`config.mk`:
```
export PLATFORM = sky130hd
export DESIGN_NAME = roulette_round_ctrl_flat
export DESIGN_NICKNAME = d
export VERILOG_FILES = /design/src/rtl/roulette_round_ctrl_if.sv /design/src/rtl/roulette_round_ctrl.sv /design/src/flat_wrapper.sv
export SDC_FILE = /design/constraint.sdc
export NUM_CORES = 1
export LEC_CHECK = 0
export BUFFER_PORTS_ARGS = -buffer_cell sky130_fd_sc_hd__buf_2
export CAP_MARGIN = 20
export CORE_MARGIN = 8
export CORE_UTILIZATION = 53
export CTS_BUF_LIST = sky130_fd_sc_hd__clkbuf_16
export CTS_CLUSTER_DIAMETER = 40
export CTS_CLUSTER_SIZE = 24
export DETAILED_ROUTE_END_ITERATION = 10
export PLACE_DENSITY = 0.82
export SYNTH_ARGS = -nofsm -noshare
export SYNTH_HDL_FRONTEND = slang
export SYNTH_SLANG_ARGS = --single-unit
```
`constraint.sdc`:
```
create_clock -name clock -period 2.91 [get_ports clock]
set_input_delay 0.1455 -clock clock [delete_from_list [all_inputs] [get_ports clock]]
set_output_delay 0.1455 -clock clock [all_outputs]
set_load 0.02 [all_outputs]
```
`src/rtl/roulette_round_ctrl_if.sv`:
```
// Spin request/acknowledge link between the round sequencer (master) and
// the random-number generator (slave).
interface roulette_round_ctrl_if;
    logic       spin_req;
    logic       spin_ack;
    logic [4:0] spin_num;

    modport master (output spin_req, input spin_ack, input spin_num);
    modport slave  (input spin_req, output spin_ack, output spin_num);
endinterface

```
`src/rtl/roulette_round_ctrl.sv`:
```
// Even/odd roulette round sequencer: start-key edge detect, guess latch, spin
// handshake, scoring and LED pattern. Optional blinking under ROULETTE_LED_FLASH_EN.
module roulette_round_ctrl #(
    parameter logic [4:0] START_BAL = 5'd10,
    parameter logic [4:0] WIN_BAL   = 5'd20,
    parameter logic [4:0] WIN_AMT   = 5'd2,
    parameter logic [4:0] LOSE_AMT  = 5'd1,
    parameter int         FLASH_W   = 24
) (
    input  logic                         clock,
    input  logic                         reset,
    input  logic                         start_key_i,
    input  logic                         player_guess_i,
    roulette_round_ctrl_if.master        spin,
    output logic [4:0]                   balance_o,
    output logic                         round_win_o,
    output logic                         round_lose_o,
    output logic                         game_over_o,
    output logic [2:0]                   state_out_o,
    output logic [4:0]                   fsm_out_o
);

    typedef enum logic [2:0] {
        IDLE  = 3'd0,
        READY = 3'd1,
        SPIN  = 3'd2,
        EVAL  = 3'd3,
        WIN   = 3'd4,
        LOSE  = 3'd5
    } state_e;

    state_e     state_q, state_d;
    logic       key_q;
    logic       guess_q;
    logic       parity_q;
    logic [4:0] balance_q, balance_d;
    logic       win_q, win_d;
    logic       lose_q, lose_d;
    logic       press;
    logic       correct;
    logic [5:0] sum6;
    logic [4:0] winBal;
    logic       flashPhase;

    assign press   = start_key_i & ~key_q;
    // Guess 1 means even, so a correct guess has spun LSB equal to ~guess.
    assign correct = (parity_q == ~guess_q);
    assign sum6    = {1'b0, balance_q} + {1'b0, WIN_AMT};
    assign winBal  = (sum6 > 6'd31) ? 5'd31 : sum6[4:0];

    always_ff @(posedge clock) begin
        if (reset) begin
            state_q <= IDLE;
        end else begin
            state_q <= state_d;
        end
    end

    always_ff @(posedge clock) begin
        if (reset) begin
            key_q     <= 1'b0;
            guess_q   <= 1'b0;
            parity_q  <= 1'b0;
            balance_q <= START_BAL;
            win_q     <= 1'b0;
            lose_q    <= 1'b0;
        end else begin
            key_q     <= start_key_i;
            balance_q <= balance_d;
            win_q     <= win_d;
            lose_q    <= lose_d;
            if (state_q == READY && press) begin
                guess_q <= player_guess_i;
            end
            if (state_q == SPIN && spin.spin_ack) begin
                parity_q <= spin.spin_num[0];
            end
        end
    end

    always_comb begin
        state_d   = state_q;
        balance_d = balance_q;
        win_d     = 1'b0;
        lose_d    = 1'b0;
        case (state_q)
            IDLE: begin
                balance_d = START_BAL;
                state_d   = READY;
            end
            READY: begin
                if (press) state_d = SPIN;
            end
            SPIN: begin
                if (spin.spin_ack) state_d = EVAL;
            end
            EVAL: begin
                if (correct) begin
                    balance_d = winBal;
                    win_d     = 1'b1;
                    state_d   = (winBal > WIN_BAL) ? WIN : READY;
                end else begin
                    lose_d = 1'b1;
                    if (balance_q <= LOSE_AMT) begin
                        balance_d = 5'd0;
                        state_d   = LOSE;
                    end else begin
                        balance_d = balance_q - LOSE_AMT;
                        state_d   = READY;
                    end
                end
            end
            WIN, LOSE: begin
                if (press) state_d = IDLE;
            end
            default: state_d = IDLE;
        endcase
    end

`ifdef ROULETTE_LED_FLASH_EN
    logic [FLASH_W-1:0] flashCnt_q;
    logic               flash_q;
    logic               endNow, endNext;

    assign endNow  = (state_q == WIN) || (state_q == LOSE);
    assign endNext = (state_d == WIN) || (state_d == LOSE);

    // Restart lit on every entry so the end pattern is visible immediately.
    always_ff @(posedge clock) begin
        if (reset) begin
            flashCnt_q <= '0;
            flash_q    <= 1'b1;
        end else if (endNext && !endNow) begin
            flashCnt_q <= '0;
            flash_q    <= 1'b1;
        end else if (endNow) begin
            flashCnt_q <= flashCnt_q + 1'b1;
            if (&flashCnt_q) flash_q <= ~flash_q;
        end
    end

    assign flashPhase = flash_q;
`else
    assign flashPhase = (FLASH_W > 0);
`endif

    // Request is gated by reset so an outstanding spin is withdrawn at once.
    always_comb begin
        spin.spin_req = 1'b0;
        game_over_o   = 1'b0;
        fsm_out_o     = 5'b00000;
        case (state_q)
            SPIN: begin
                spin.spin_req = ~reset;
                fsm_out_o     = 5'b00001;
            end
            EVAL: fsm_out_o = 5'b00010;
            WIN: begin
                game_over_o = 1'b1;
                fsm_out_o   = 5'b11111 & {5{flashPhase}};
            end
            LOSE: begin
                game_over_o = 1'b1;
                fsm_out_o   = 5'b10101 & {5{flashPhase}};
            end
            default: ;
        endcase
    end

    assign balance_o    = balance_q;
    assign round_win_o  = win_q;
    assign round_lose_o = lose_q;
    assign state_out_o  = state_q;

endmodule

```
`src/flat_wrapper.sv`:
```
// flat-port wrapper written by rule: the top's interface ports become plain ports
module roulette_round_ctrl_flat 
#(
    parameter logic [4:0] START_BAL = 5'd10,
    parameter logic [4:0] WIN_BAL   = 5'd20,
    parameter logic [4:0] WIN_AMT   = 5'd2,
    parameter logic [4:0] LOSE_AMT  = 5'd1,
    parameter int         FLASH_W   = 24
)
  (clock, reset, start_key_i, player_guess_i, balance_o, round_win_o, round_lose_o, game_over_o, state_out_o, fsm_out_o, spin_spin_req, spin_spin_ack, spin_spin_num);
  roulette_round_ctrl_if spin_i ();
  input  logic clock;
  input  logic reset;
  input  logic start_key_i;
  input  logic player_guess_i;
  output logic [4:0] balance_o;
  output logic round_win_o;
  output logic round_lose_o;
  output logic game_over_o;
  output logic [2:0] state_out_o;
  output logic [4:0] fsm_out_o;
  output wire logic [$bits(spin_i.spin_req)-1:0] spin_spin_req;
  input wire logic [$bits(spin_i.spin_ack)-1:0] spin_spin_ack;
  input wire logic [$bits(spin_i.spin_num)-1:0] spin_spin_num;
  assign spin_spin_req = spin_i.spin_req;
  assign spin_i.spin_ack = spin_spin_ack;
  assign spin_i.spin_num = spin_spin_num;
  roulette_round_ctrl #(.START_BAL(START_BAL), .WIN_BAL(WIN_BAL), .WIN_AMT(WIN_AMT), .LOSE_AMT(LOSE_AMT), .FLASH_W(FLASH_W)) u_core (.clock(clock), .reset(reset), .start_key_i(start_key_i), .player_guess_i(player_guess_i), .spin(spin_i), .balance_o(balance_o), .round_win_o(round_win_o), .round_lose_o(round_lose_o), .game_over_o(game_over_o), .state_out_o(state_out_o), .fsm_out_o(fsm_out_o));
endmodule
```
# Yosys cells after proc, flatten, opt, wreduce, memory -nomap -nowiden
# Index checks and enable logic that the tools add are counted.
dict set report word_totals {
  wordCells 49
  reg_bits 13
  input_bits 10
  output_inout_bits 17
}
dict set report op_classes {
  bitwise 5
  n_eq_ne 9
  mux 16
  n_addsub 2
  n_reduce_logical 7
  magnitude_cmp 3
}
# operator count
set op_table {}
lappend op_table {{5-bit case mux with 4 select lines} 1}
lappend op_table {{3-bit 2-to-1 mux} 6}
lappend op_table {{5-bit 2-to-1 mux} 3}
lappend op_table {{3-bit case mux with 5 select lines} 1}
lappend op_table {{5-bit case mux with 2 select lines} 1}
lappend op_table {{5-bit by 2-bit adder with 6-bit output, second input constant} 1}
lappend op_table {{3-bit by 2-bit == test with 1-bit output, second input constant} 2}
lappend op_table {{3-bit == test, second input constant} 2}
lappend op_table {{6-bit by 5-bit > comparator with 1-bit output, second input constant} 1}
lappend op_table {{5-bit > comparator, second input constant} 1}
lappend op_table {{5-bit by 1-bit less-or-equal comparator with 1-bit output, second input constant} 1}
lappend op_table {{5-bit by 1-bit subtractor with 5-bit output, second input constant} 1}
lappend op_table {{1-bit 2-to-1 mux} 4}
lappend op_table {{2-bit by 1-bit inequality test with 1-bit output, second input constant} 2}
lappend op_table {{1-bit NOT} 4}
lappend op_table {{2-bit OR reduction} 2}
lappend op_table {{3-bit by 1-bit == test with 1-bit output, second input constant} 1}
lappend op_table {{3-bit logical NOT} 1}
lappend op_table {{3-bit AND reduction} 1}
lappend op_table {{1-bit logical AND} 2}
lappend op_table {{2-bit inequality test, second input constant} 1}
lappend op_table {{2-bit nonzero test} 1}
lappend op_table {{1-bit AND} 1}
lappend op_table {{1-bit == test} 1}

# Logic depth before layout (Yosys ltp)
dict set report logic_depth {
  depth_word 7
  depth_mapped 6
}

# Least setup slack after synthesis
# No wires, ideal clock.
dict set report synth_path {
  kind {register to register}
  startpoint {register u_core.balance_q[1] (netlist: u_core.balance_o[1])}
  endpoint {register u_core.balance_q[2] (netlist: u_core.balance_o[2])}
  t_required_ns 2.793
  setup_ns 0.117
  n_path_buf 0
  path_stages_with_launch 7
  synth_period_minus_slack_ns 1.870
  setup_slack_ns 1.040
  arrival_ns 1.753
  cell_sequence {dfxtp_1 inv_1 ha_1 a21boi_0 o21bai_1 or3_1 a32o_1}
}
dict set report synth_via {
  elab_chain_cells 5
  word_cells_on_any_way 8
}
# item line_no
set synth_rtl {}
lappend synth_rtl {{start, declared} roulette_round_ctrl.sv:36} ;# logic [4:0] balance_q, balance_d;
lappend synth_rtl {{start signal, assigned} roulette_round_ctrl.sv:69} ;# balance_q <= balance_d;
lappend synth_rtl {{5-bit by 2-bit adder with 6-bit output} roulette_round_ctrl.sv:48} ;# assign sum6 = {1'b0, balance_q} + {1'b0, WIN_AMT};
lappend synth_rtl {{6-bit by 5-bit > comparator with 1-bit output} roulette_round_ctrl.sv:49} ;# assign winBal = (sum6 > 6'd31) ? 5'd31 : sum6[4:0];
lappend synth_rtl {{5-bit 2-to-1 mux} roulette_round_ctrl.sv:49}
lappend synth_rtl {{5-bit 2-to-1 mux *} roulette_round_ctrl.sv:98} ;# if (correct) begin
lappend synth_rtl {{5-bit case mux with 2 select lines *} roulette_round_ctrl.sv:86} ;# case (state_q)
# Every way passes the cells marked *; elsewhere a longest branch is shown, timed or not.
# A chain may end at the register's enable or synchronous reset.

# Worst setup path after layout
dict set report layout_path {
  startpoint {register u_core.balance_q[2] (netlist: u_core.balance_o[2])}
  endpoint {register u_core.balance_q[2] (netlist: u_core.balance_o[2])}
}
# Same word-level chain as after synthesis.

==> impl_results.md <==
* GP Congestion at 0.877
* Die Y at 57.1 µm
* P&R area growth vs syn at 19.0%
* H-tree depth at 1
* EDFF count, synth at 0
* Seq/Total Area, Yosys at between 20% and 30%
* DRT iter0 DRCs at 14
* Yosys warnings at 0
* Max-cap violations at 0
* Layout cells sized above 1 at 26.2%
* FMAX at 0.496 GHz
* Post CTS Setup Buffer Count at 0
* Setup TNS at 0 ns
* Initial antenna violation count at 0
* Hold Violations, Final at 0
* Clk_lat worst skew at 0.24 ns
* Critical path endpoint category: flip-flop
* Power Total at 556 µW
* Maximum vdd ir drop at 0.351 mV
* TritonCTS buffer count at 3
* Vias in the first global route at about 800
* Asr flop ratio synth at 0%
* Nets@finish at ~140
* Outcome: finished clean
* Reg power frac at 37.2%
* Met2 WL post-DR at ~1100 µm
* Routed met3 length at 88 µm
* Commonest cells post-synth: dfxtp_1, nor2_1, inv_1
* # diodes at 0
* Worst slew margin at between 50% and 60%
* Net Count, Synth at 123
* DIE WIDTH at 57.1 µm
* PwrDens at 523 nW/µm²
* Hold path cells at 3
* Leak Pwr at 0.000487 µW
* Hold Buf Count CTS at 0
* PortBufs at 22
* Yosys reg bits at 13
* M1 wire length at 995 µm
* Hold Crit Start: player_guess_i
* Filler cell count at 155
* Crit path arrival time at roughly 2.2 ns
* Synth area leader: dfxtp_1
* Starting Density at 54.1%
* Total track usage at 13.7%
* Cells after synthesis at 108
* Core region area at 1650 µm²
* Total internal power at between 400 and 500 µW
* Critical path required time at 3.04 ns
* Switching pwr at 150 µW
* Detail Placement HPWL at between 1500 and 2000 µm
* Resize count post-CTS at 0
* Die area at 3260 µm²
* DRC at 0
* I/O pins at 27
* Endpoints failing setup at 0
* Gate power share at 16.5%
* Unique masters post-synth at 43
* Worst setup SP type: flip-flop
* Least-Margin Pin Slew at 0.626 ns
* CP Max Fanout at 8
* Clk_skew at 0.00514 ns
* Post-Place Cells at 139
* Drt first pass iters at 4
* R2R depth at 6
* Crit path kind: reg2reg
* Root buffer cell: clkbuf_16
* Largest net degree at the start of global routing at 15
* Clock network power share at 46.3%
* Fin crit share at 69.3%
* DR top layer: met4
* Count leader, synth: dfxtp_1
* Unrepaired setup endpoints after global routing: false
* Vias at between 800 and 900
* CTS tree: built
* Row count at 15
* WHS Endpoint: u_core.guess_q
* Area contributors post-synth: dfxtp_1, ha_1, mux2i_1
* Remaining antenna violation count at 0
* Final min period at slightly above 2 ns
* Grt ovf at 0
* Final wirelength at between 2000 and 2500 µm
* Clk buf depth at 2
* Synth top area share at between 20% and 30%
* Cell Area, Synth at 893 µm²
* First-pass GRT wire length at 3660 µm
* Mapped Avg Cell Area at 8.27 µm²
* Utilization after layout at 64.4%
* End of the worst register-to-register path: u_core.balance_o[2]
* R2r setup slk at 0.89 ns
* Max-slew violations at 0
* Hold Path Class: in2reg
* Routed len/inst at 15.4 µm
* Ys flop type: dfxtp_1
* Switching fraction of total power at 26.9%
* Clk pin slew, worst setup/hold paths at 0.04 ns
* CTS sink count at 13
* Final Non-Filler Cells at about 140
* Vias per std cell at around 5.8
* RR Startpoint: u_core.balance_o[2]
## cell usage in the layout (no fill, tap or decap), types with 2 or more instances in the layout
master / netlist / routed
buf_2: 2 / 22
dfxtp_1: 13 / 13
mux2_2: 2 / 2
a211o_1: 2 / 2
o21ai_0: 7 / 7
ha_1: 5 / 5
a21boi_0: 2 / 2
nand2_1: 5 / 5
a21oi_1: 6 / 6
nor3_1: 3 / 3
nand3_1: 2 / 2
xnor2_1: 2 / 2
nor2_1: 10 / 10
or2_2: 2 / 2
inv_1: 8 / 9
clkbuf_16: 0 / 3
mux2i_1: 4 / 4
nand2b_1: 3 / 3
## metal layers
| layer | up-vias | track usage, % |
|---|---|---|
| met4 | 0 | 6.04 |
| li1 | 423 | - |
| met5 | - | 0 |
| met1 | 375 | 16.0 |
| met3 | 6 | 3.77 |
| met2 | 19 | 22.6 |
## kinds of logic (layout without fill, tap and decap cells)
group | count (synthesis) | after routing | share of synthesized area (%)
AOI/OAI and AO/OA | 30 | 30 | 23.8
muxes | 6 | 6 | 7.00
adders and majority gates | 5 | 5 | 7.00
DFF | 13 | 13 | 29.1
buffers and inverters | 16 | 34 | 7.84
and+or+nand+nor | 34 | 34 | 20.5
xor gates and xnor gates | 4 | 4 | 4.76
## worst max path at each step
stage / endpoint / slack, ns / startpoint
finish: u_core.balance_o[2] / 0.89 / u_core.balance_o[2]
global route: u_core.balance_o[2] / 0.79 / u_core.balance_o[2]
CTS: u_core.balance_o[2] / 0.90 / u_core.balance_o[2]
detailed placement: u_core.balance_o[2] / 0.91 / u_core.balance_o[2]
global placement: u_core.balance_o[2] / 1.02 / u_core.balance_o[2]
floorplan: u_core.balance_o[2] / 1.04 / u_core.balance_o[1]
## flip-flops by register name (all words and copies together) (netlist names)
register and flops:
u_core.round_lose_o 1, u_core.round_win_o 1, u_core.guess_q 1, u_core.state_out_o 3, u_core.parity_q 1, u_core.key_q 1
u_core.balance_o 5
## power groups by stage
| stage | Clock, µW | Combinational [µW] | Sequential (µW) |
|---|---|---|---|
| 2_1_floorplan | 0 | 69.3 | 206 |
| 3_3_place_gp | 0 | 87.1 | 209 |
| 3_5_place_dp | 0 | 89.3 | 210 |
| 4_1_cts | 257 | 91.8 | 206 |
| 5_1_grt | 265 | 101 | 209 |
| 6_report | 258 | 91.5 | 207 |
## through the flow
step / hold slack [ns] / worst slack [ns] / instance area [µm²]
2_1_floorplan: 0.274 / 1.04 / 893
3_3_place_gp: 0.376 / 1.02 / 985
4_1_cts: 0.153 / 0.904 / 1060
6_report: 0.145 / 0.893 / 1060
3_5_place_dp: 0.395 / 0.910 / 985
5_1_grt: 0.165 / 0.795 / 1060
## final cells by class
type	count	area (µm²)	share of cell area, %
Clock buffer	3	75.1	7.06
Inverter	8	30.0	2.82
Multi-Input combinational cell	79	563	52.9
Tap cell	17	21.3	2.00
Clock inverter	1	3.75	0.353
Timing Repair Buffer	22	110	10.4
Sequential cell	13	260	24.5
## worst max-delay path: stages, from the launching register on
cell and delay [ns]:
dfxtp_1 0.45, inv_1 0.10, ha_1 0.18, a21boi_0 0.37
o21bai_1 0.22, or3_1 0.34, a32o_1 0.24
Power figures use the tool's default switching activity.
